--- src/rtl/regfile_wb_arbiter_if.sv ---
// Writeback/scoreboard bus between the execute/memory stages, the issue and
// decode stages, and the register file write port.
// The slave modport is the arbiter; the master modport is its surroundings.
interface regfile_wb_arbiter_if #(
    parameter int DATA_W = 32,
    parameter int ADDR_W = 5
);
    // ALU writeback requester
    logic              alu_valid;
    logic              alu_ready;
    logic [ADDR_W-1:0] alu_rd;
    logic [DATA_W-1:0] alu_data;
    // load/memory writeback requester
    logic              mem_valid;
    logic              mem_ready;
    logic [ADDR_W-1:0] mem_rd;
    logic [DATA_W-1:0] mem_data;
    // issue-stage destination reservation
    logic              rsv_valid;
    logic              rsv_ready;
    logic [ADDR_W-1:0] rsv_rd;
    // pipeline flush of the scoreboard
    logic              flush;
    // decode-stage source lookups
    logic [ADDR_W-1:0] rs;
    logic [ADDR_W-1:0] rt;
    logic              rs_busy;
    logic              rt_busy;
    // register file write port
    logic [ADDR_W-1:0] rf_rd;
    logic [DATA_W-1:0] rf_writedata;
    logic              rf_regwrite;

    modport slave (
        input  alu_valid, alu_rd, alu_data,
        output alu_ready,
        input  mem_valid, mem_rd, mem_data,
        output mem_ready,
        input  rsv_valid, rsv_rd,
        output rsv_ready,
        input  flush, rs, rt,
        output rs_busy, rt_busy,
        output rf_rd, rf_writedata, rf_regwrite
    );

    modport master (
        output alu_valid, alu_rd, alu_data,
        input  alu_ready,
        output mem_valid, mem_rd, mem_data,
        input  mem_ready,
        output rsv_valid, rsv_rd,
        input  rsv_ready,
        output flush, rs, rt,
        input  rs_busy, rt_busy,
        input  rf_rd, rf_writedata, rf_regwrite
    );
endinterface

--- src/rtl/regfile_wb_arbiter.sv ---
// Arbitrates ALU and memory writebacks onto one register file write port and
// tracks pending writes in a per-register busy scoreboard for decode stalls.
// Latency 1 cycle from accepted request to rf_regwrite; ready is combinational.
// Ports: clk, rst_n (async active-low), bus (slave modport: alu_*/mem_*
// requests, rsv_* reservations, flush, rs/rt lookups, rf_* write outputs).
// Backpressure: loser of arbitration or blocked reservation sees ready=0 and
// must hold its request; a granted writeback sustains one write per cycle.
module regfile_wb_arbiter #(
    parameter int DATA_W = 32,
    parameter int ADDR_W = 5
) (
    input  logic                   clk,
    input  logic                   rst_n,
    regfile_wb_arbiter_if.slave    bus
);
    localparam int NREG = 2 ** ADDR_W;

    typedef enum logic {
        GRANT_ALU = 1'b0,
        GRANT_MEM = 1'b1
    } grant_e;

    grant_e            last_grant;
    logic [NREG-1:0]   busy;
    logic [NREG-1:0]   busy_nxt;

    logic              alu_gnt;
    logic              mem_gnt;
    logic              xfer;
    logic [ADDR_W-1:0] win_rd;
    logic [DATA_W-1:0] win_data;
    logic              rsv_xfer;

    // Arbitration. Both requesting the same nonzero register means the load
    // and the ALU op target one destination; the load goes first so the ALU
    // value, issued later in program order, is what lands last.
    always_comb begin
        alu_gnt = 1'b0;
        mem_gnt = 1'b0;
        if (bus.alu_valid && bus.mem_valid) begin
            if ((bus.alu_rd == bus.mem_rd) && (bus.alu_rd != '0)) begin
                mem_gnt = 1'b1;
            end else if (last_grant == GRANT_MEM) begin
                alu_gnt = 1'b1;
            end else begin
                mem_gnt = 1'b1;
            end
        end else if (bus.alu_valid) begin
            alu_gnt = 1'b1;
        end else if (bus.mem_valid) begin
            mem_gnt = 1'b1;
        end
    end

    assign bus.alu_ready = alu_gnt;
    assign bus.mem_ready = mem_gnt;
    assign xfer          = alu_gnt || mem_gnt;
    assign win_rd        = mem_gnt ? bus.mem_rd   : bus.alu_rd;
    assign win_data      = mem_gnt ? bus.mem_data : bus.alu_data;

    always_ff @(posedge clk or negedge rst_n) begin
        if (!rst_n) begin
            last_grant <= GRANT_MEM;
        end else if (xfer) begin
            last_grant <= mem_gnt ? GRANT_MEM : GRANT_ALU;
        end
    end

    // Registered write port. rd=0 writes are accepted but never assert
    // regwrite; address/data hold when nothing is written.
    always_ff @(posedge clk or negedge rst_n) begin
        if (!rst_n) begin
            bus.rf_regwrite  <= 1'b0;
            bus.rf_rd        <= '0;
            bus.rf_writedata <= '0;
        end else begin
            bus.rf_regwrite <= xfer && (win_rd != '0);
            if (xfer && (win_rd != '0)) begin
                bus.rf_rd        <= win_rd;
                bus.rf_writedata <= win_data;
            end
        end
    end

    // Reservations look only at the registered bitmap, so a register whose
    // write commits this cycle is still blocked until the next one.
    assign bus.rsv_ready = !busy[bus.rsv_rd] || (bus.rsv_rd == '0);
    assign rsv_xfer      = bus.rsv_valid && bus.rsv_ready;

    assign bus.rs_busy = busy[bus.rs];
    assign bus.rt_busy = busy[bus.rt];

    // Clear on commit (when the register file samples the write), then set on
    // reservation, so a fresh reservation of a register whose unreserved write
    // is committing is not lost. Flush overrides both.
    always_comb begin
        busy_nxt = busy;
        if (bus.rf_regwrite) begin
            busy_nxt[bus.rf_rd] = 1'b0;
        end
        if (rsv_xfer && (bus.rsv_rd != '0)) begin
            busy_nxt[bus.rsv_rd] = 1'b1;
        end
        if (bus.flush) begin
            busy_nxt = '0;
        end
        busy_nxt[0] = 1'b0;
    end

    always_ff @(posedge clk or negedge rst_n) begin
        if (!rst_n) begin
            busy <= '0;
        end else begin
            busy <= busy_nxt;
        end
    end
endmodule

--- src/flat_wrapper.sv ---
// flat-port wrapper written by rule: the top's interface ports become plain ports
module regfile_wb_arbiter_flat 
#(
    parameter int DATA_W = 32,
    parameter int ADDR_W = 5
)
  (clk, rst_n, bus_alu_valid, bus_alu_rd, bus_alu_data, bus_alu_ready, bus_mem_valid, bus_mem_rd, bus_mem_data, bus_mem_ready, bus_rsv_valid, bus_rsv_rd, bus_rsv_ready, bus_flush, bus_rs, bus_rt, bus_rs_busy, bus_rt_busy, bus_rf_rd, bus_rf_writedata, bus_rf_regwrite);
  regfile_wb_arbiter_if #(.DATA_W(DATA_W), .ADDR_W(ADDR_W)) bus_i ();
  input  logic clk;
  input  logic rst_n;
  input wire logic [$bits(bus_i.alu_valid)-1:0] bus_alu_valid;
  input wire logic [$bits(bus_i.alu_rd)-1:0] bus_alu_rd;
  input wire logic [$bits(bus_i.alu_data)-1:0] bus_alu_data;
  output wire logic [$bits(bus_i.alu_ready)-1:0] bus_alu_ready;
  input wire logic [$bits(bus_i.mem_valid)-1:0] bus_mem_valid;
  input wire logic [$bits(bus_i.mem_rd)-1:0] bus_mem_rd;
  input wire logic [$bits(bus_i.mem_data)-1:0] bus_mem_data;
  output wire logic [$bits(bus_i.mem_ready)-1:0] bus_mem_ready;
  input wire logic [$bits(bus_i.rsv_valid)-1:0] bus_rsv_valid;
  input wire logic [$bits(bus_i.rsv_rd)-1:0] bus_rsv_rd;
  output wire logic [$bits(bus_i.rsv_ready)-1:0] bus_rsv_ready;
  input wire logic [$bits(bus_i.flush)-1:0] bus_flush;
  input wire logic [$bits(bus_i.rs)-1:0] bus_rs;
  input wire logic [$bits(bus_i.rt)-1:0] bus_rt;
  output wire logic [$bits(bus_i.rs_busy)-1:0] bus_rs_busy;
  output wire logic [$bits(bus_i.rt_busy)-1:0] bus_rt_busy;
  output wire logic [$bits(bus_i.rf_rd)-1:0] bus_rf_rd;
  output wire logic [$bits(bus_i.rf_writedata)-1:0] bus_rf_writedata;
  output wire logic [$bits(bus_i.rf_regwrite)-1:0] bus_rf_regwrite;
  assign bus_i.alu_valid = bus_alu_valid;
  assign bus_i.alu_rd = bus_alu_rd;
  assign bus_i.alu_data = bus_alu_data;
  assign bus_alu_ready = bus_i.alu_ready;
  assign bus_i.mem_valid = bus_mem_valid;
  assign bus_i.mem_rd = bus_mem_rd;
  assign bus_i.mem_data = bus_mem_data;
  assign bus_mem_ready = bus_i.mem_ready;
  assign bus_i.rsv_valid = bus_rsv_valid;
  assign bus_i.rsv_rd = bus_rsv_rd;
  assign bus_rsv_ready = bus_i.rsv_ready;
  assign bus_i.flush = bus_flush;
  assign bus_i.rs = bus_rs;
  assign bus_i.rt = bus_rt;
  assign bus_rs_busy = bus_i.rs_busy;
  assign bus_rt_busy = bus_i.rt_busy;
  assign bus_rf_rd = bus_i.rf_rd;
  assign bus_rf_writedata = bus_i.rf_writedata;
  assign bus_rf_regwrite = bus_i.rf_regwrite;
  regfile_wb_arbiter #(.DATA_W(DATA_W), .ADDR_W(ADDR_W)) u_core (.clk(clk), .rst_n(rst_n), .bus(bus_i));
endmodule
--- config.mk ---
export PLATFORM = sky130hd
export DESIGN_NAME = regfile_wb_arbiter_flat
export DESIGN_NICKNAME = d
export VERILOG_FILES = /design/src/rtl/regfile_wb_arbiter_if.sv /design/src/rtl/regfile_wb_arbiter.sv /design/src/flat_wrapper.sv
export SDC_FILE = /design/constraint.sdc
export NUM_CORES = 1
export LEC_CHECK = 0
export ABC_AREA = 1
export CORE_MARGIN = 1.5
export CORE_UTILIZATION = 48
export DETAILED_ROUTE_END_ITERATION = 12
export PLACE_DENSITY = 0.89
export SETUP_SLACK_MARGIN = 0.1
export SLEW_MARGIN = 30
export SYNTH_ARGS = -nofsm -noshare
export SYNTH_HDL_FRONTEND = slang
export SYNTH_SLANG_ARGS = --single-unit
--- constraint.sdc ---
create_clock -name clk -period 2.5 [get_ports clk]
set_input_delay 0.5 -clock clk [delete_from_list [all_inputs] [get_ports clk]]
set_output_delay 0.5 -clock clk [all_outputs]
set_load 0.1 [all_outputs]
# After elaboration in Yosys (flattened, before gate mapping)
# Index checks and enable logic that the tools add are counted.
[totals]
reg_bits = 70
in_bits = 95
word_cells = 54
[op_classes]
order_cmp = 6
n_eq_ne = 1
n_mux = 25
n_bitwise = 3
n_reduce_logical = 14
[op_table]
columns = ["cell", "count"]
rows = [
  ["$mux 32", 4],
  ["$and 32x32->32", 1],
  ["$not 32->32", 1],
  ["$or 32x32->32", 1],
  ["$lt 5x6->1 const B", 4],
  ["$bmux 1 s5", 3],
  ["$mux 1", 15],
  ["$reduce_bool 5->1", 3],
  ["$demux 1 s5", 2],
  ["$ge 5x1->1 const B", 2],
  ["$logic_and 1x1->1", 7],
  ["$eq 5x5->1", 1],
  ["$logic_not 5->1", 1],
  ["$mux 5", 1],
  ["$logic_or 1x1->1", 2],
  ["$logic_not 1->1", 1],
]

# Logic depth before layout (Yosys ltp)
[depth]
depth_word = 10
mapped_depth = 16
ltp_nobuf = 14

# Least setup slack after synthesis
# Ideal clock, no wire load.
[synth_timing]
path_type = "input -> output"
start = "input bus_rsv_rd[0]"
end = "output bus_rsv_ready"
t_arrival_ps = 3963
slack_ps = -1963
cell_stages = 8
cell_sequence = "nand2_1 inv_1 buf_2 a22oi_1 nand2_1 nand2_1 nand2_1 nor4_1"
[synth_via]
elab_chain_cells = 4
[synth_rtl]
columns = ["element", "line_no", "source"]
rows = [
  ["from (decl)", "flat_wrapper.sv:20", "input wire logic [$bits(bus_i.rsv_rd)-1:0] bus_rsv_rd;"],
  ["$bmux 1 s5", "regfile_wb_arbiter.sv:87", "assign bus.rsv_ready = !busy[bus.rsv_rd] || (bus.rsv_rd == '0);"],
  ["$mux 1 (not written as such)", "regfile_wb_arbiter.sv:87", ""],
  ["$logic_not 1->1", "regfile_wb_arbiter.sv:87", ""],
  ["$logic_or 1x1->1 (*)", "regfile_wb_arbiter.sv:87", ""],
  ["to (decl)", "flat_wrapper.sv:21", "output wire logic [$bits(bus_i.rsv_ready)-1:0] bus_rsv_ready;"],
]
# Every way passes the cells marked *; elsewhere a longest branch is shown, timed or not. The select of a mux whose other input is x is not followed.

# Worst setup path after layout
[layout_timing]
start = "input bus_rt[0]"
end = "output bus_rt_busy"
[layout_via]
elab_chain_cells = 2
[layout_rtl]
columns = ["element", "line_no", "source"]
rows = [
  ["from (decl)", "flat_wrapper.sv:24", "input wire logic [$bits(bus_i.rt)-1:0] bus_rt;"],
  ["$bmux 1 s5", "regfile_wb_arbiter.sv:91", "assign bus.rt_busy = busy[bus.rt];"],
  ["$mux 1 (not written as such)", "regfile_wb_arbiter.sv:91", ""],
  ["to (decl)", "flat_wrapper.sv:26", "output wire logic [$bits(bus_i.rt_busy)-1:0] bus_rt_busy;"],
]
# No other way between the ends. The select of a mux whose other input is x is not followed.

==> impl_metrics.toml <==
[status]
outcome = "finished clean"

[floorplan]
dieArea_mm2 = 0.01031
ioPinCount = 138
initial_utilization_pct = 49.97
die_x_um = 101.5
row_count = 35
die_h_um = 101.5
core-area_mm2 = 0.009328

[setup_path]
critPathArrivalTime_ps = 1870
cpMaxStageDelayCell = "o22ai_1"
reg2reg_slack_ps = 540
cp.buffers_inverters = 3
crit_top_cell = "o21ai_0"
crit_path_cell_trace = "clkdlybuf4s15_2, buf_6, o21ai_0, o22ai_1, o21ai_0, o21ai_1, nor2_2, a21oi_4, buf_12"
setup.worst_path.start = "bus_rt[0]"
critPathKind = "primary input to primary output"
cp-end-kind = "primary output"
r2r-start = "u_core.busy[24]$_DFF_PN0_"
critPathTopFamily = "compound AO/OA/AOI/OAI gates"
cp.required_ps = 2000
crit_path_max_fanout = 13
max_stage_delay_ps = 230
start_kind = "primary input"

[synth]
synth_xor_xnor_area_share_pct = 0
yosys_register_bits = 70
synthCells = 692
yosys.area_share.simple_pct = 35.84
synth_top_family_by_area = "simple AND/OR/NAND/NOR gates"
synth-seq-area-share_pct = 37.61
synthAdderAreaFrac_pct = 0
synth_top_cell_by_area = "dfrtp_1"
synthTopCellsByCount = "nand2_1 (245), nor2_1 (74), dfrtp_1 (69), o21ai_0 (68), nand3_1 (54)"
synth_edf_count = 0
synth_warnings = 0
synth_most_common_cell = "nand2_1"
postSynthAreaPerCell_um2 = 6.735
synth.area.top_cells = "dfrtp_1 (37%), nand2_1 (20%), o21ai_0 (7.3%)"
synth-compound-area-share_pct = 18.17
mappedNetlistNets = 787
synth.area.mux_share_pct = 0
syn_area_mm2 = 0.004661
synthFlopType = "dfrtp_1"
synth_top_area_share_pct = 37.05
synth_async_sr_flop_share_pct = 100.0
synth_cell_type_count = 33

[hold_path]
hold_class = "primary input to async pin"

[sta]
skew_ps = 12.37
slew_viol_final = 0
finalWorstSetupSlack_ps = 133.4
finalHoldViolations = 0
layout_min_cycle_time_ps = 2367
setup_viol = 0
whs_ps = 154.6
fin_crit_sh_pct = 94.67
fmax_mhz = 422.5
rsz0062_at_grt = "yes"
slew_headroom_pct = 72.19
tightest_slew_ps = 413.9

[placement]
dp_hpwl_um = 12130
dpl-instance-area_mm2 = 0.006429
gp_congestion = 0.9116
port_buffers = 137
post-place-ws_ps = -273.9
post-place-cells = 977

[clock_tree]
clk-insertion-delay-late_ps = 340
cts_buffer_depth = 2
clk_pin_slew_ps = 80
hold_buffers = 0
cts_made_buffers = 9
cts_sinks = 70
cts_root_buf = "clkbuf_8"
cts_tree = "yes"
htree_levels = 3

[power_and_ir_drop]
power.total_mw = 3.745
cellPowerDensity_mw_per_mm2 = 546.7
ir_drop_mv = 0.3575
leakage_nw = 3.394

[flow_run]
maxCapViolations = 0

[final_layout]
regArea_mm2 = 0.001753
areaGrowthSynthToFinish_pct = 46.98
layout-drive-gt1-share_pct = 21.08
num-nets-final = 963
nFillCells = 712
final_cell_area_mm2 = 0.006850
fin_cells = 1002
n_antenna_cell = 0
multi_input_area_mm2 = 0.002648

[global_route]
grt_pass1_vias = 5350
grt_max_degree = 71
antenna_found_initial = 0
grt_use_total_pct = 32.24
grt_pass1_wl_um = 25760
overflow = 0

[detailed_routing]
drt_wl_total_um = 16270
drc = 0
viasPerCell = 5.517
drtAntennaViolNets = 0
drtIter0Drc = 419
wl_per_cell_um = 16.24
vias = 5528
dr.pass1.iters = 5
## through the flow
step                utilization (%)  setup TNS, ps
finish                        73.44              0
CTS                           72.07              0
detailed placement            68.92          -8572
global placement              68.92          -4858
floorplan                         -         -166.7
global route                  73.44              0
## cell usage in the layout (no fill, tap or decap), types with 2 or more instances in the layout
cell type and instances:
clkdlybuf4s50_1 76, inv_2 12, o21ai_0 59, o211ai_1 3, o22ai_1 2, buf_6 7
a21oi_4 2, inv_4 2, nor2_2 7, nand2_2 18, nand3_1 54, o21ai_1 11
o221ai_1 10, nor3_1 10, nor3_2 2, clkdlybuf4s15_2 2, a22oi_1 5, buf_4 84
clkinvlp_4 3, o21a_1 29, dlygate4sd2_1 4, dfrtp_1 69, nand2_1 239, a22oi_2 5
inv_1 32, dlymetal6s2s_1 8, nand2_4 2, clkbuf_8 11, buf_12 10, clkinv_1 2
a21oi_1 4, nor2_1 69
## registers in the layout, summed over array words and instances (netlist names)
| signal | flops |
|---|---|
| u_core.bus.rf_writedata | 32 |
| u_core.busy | 31 |
| u_core.last_grant | 1 |
| u_core.bus.rf_rd | 5 |
| u_core.bus.rf_regwrite | 1 |
## worst paths after layout
check | end | cells past startpoint
worst max-delay path | bus_rt_busy | 9
worst min-delay path | u_core.busy[3]$_DFF_PN0_ | 2
worst max register to register | u_core.busy[9]$_DFF_PN0_ | 11
worst min register to register | u_core.last_grant$_DFFE_PN1P_ | 2
max in group asynchronous | u_core.last_grant$_DFFE_PN1P_ | 2
min in group clk | u_core.last_grant$_DFFE_PN1P_ | 2
## routing by layer
metal / GRT usage, % / wire length [um] / vias to the layer above
met1: 39.27 / 6239 / 2537
met5: 0 / 0 / -
met3: 3.727 / 1184 / 58
met4: 16.45 / 695 / 0
li1: - / - / 2614
met2: 56.26 / 8152 / 319
## report_power, final
part | internal, mW | total, mW | switching [mW]
clock network | 0.514 | 0.958 | 0.444
registers | 1.21 | 1.29 | 0.0760
logic | 0.451 | 1.50 | 1.05
total | 2.18 | 3.75 | 1.57
## final cells by class
| class | count | area share (%) |
|---|---|---|
| Tap cell | 129 | 2.356 |
| Sequential cell | 70 | 25.59 |
| Clock inverter | 5 | 0.8402 |
| Timing Repair Buffer | 196 | 27.53 |
| Clock buffer | 11 | 2.210 |
| Inverter | 49 | 2.831 |
| Multi-Input combinational cell | 542 | 38.65 |
## kinds of logic after synthesis
logic type,count (synthesis)
AND/OR/NAND/NOR,406
buffers and inverters,80
flip-flops,70
AO/OA/AOI/OAI,136
## repair_timing
action | CTS | global route
gates resized for setup | 43 | 39
pin swaps | 7 | 11
setup buffers | 6 | 2
endpoints found under the hold margin | 0 | 0
cloned | 0 | 1
setup endpoints to repair | 10 | 41
No activity file was read; power rests on OpenSTA's default activity.
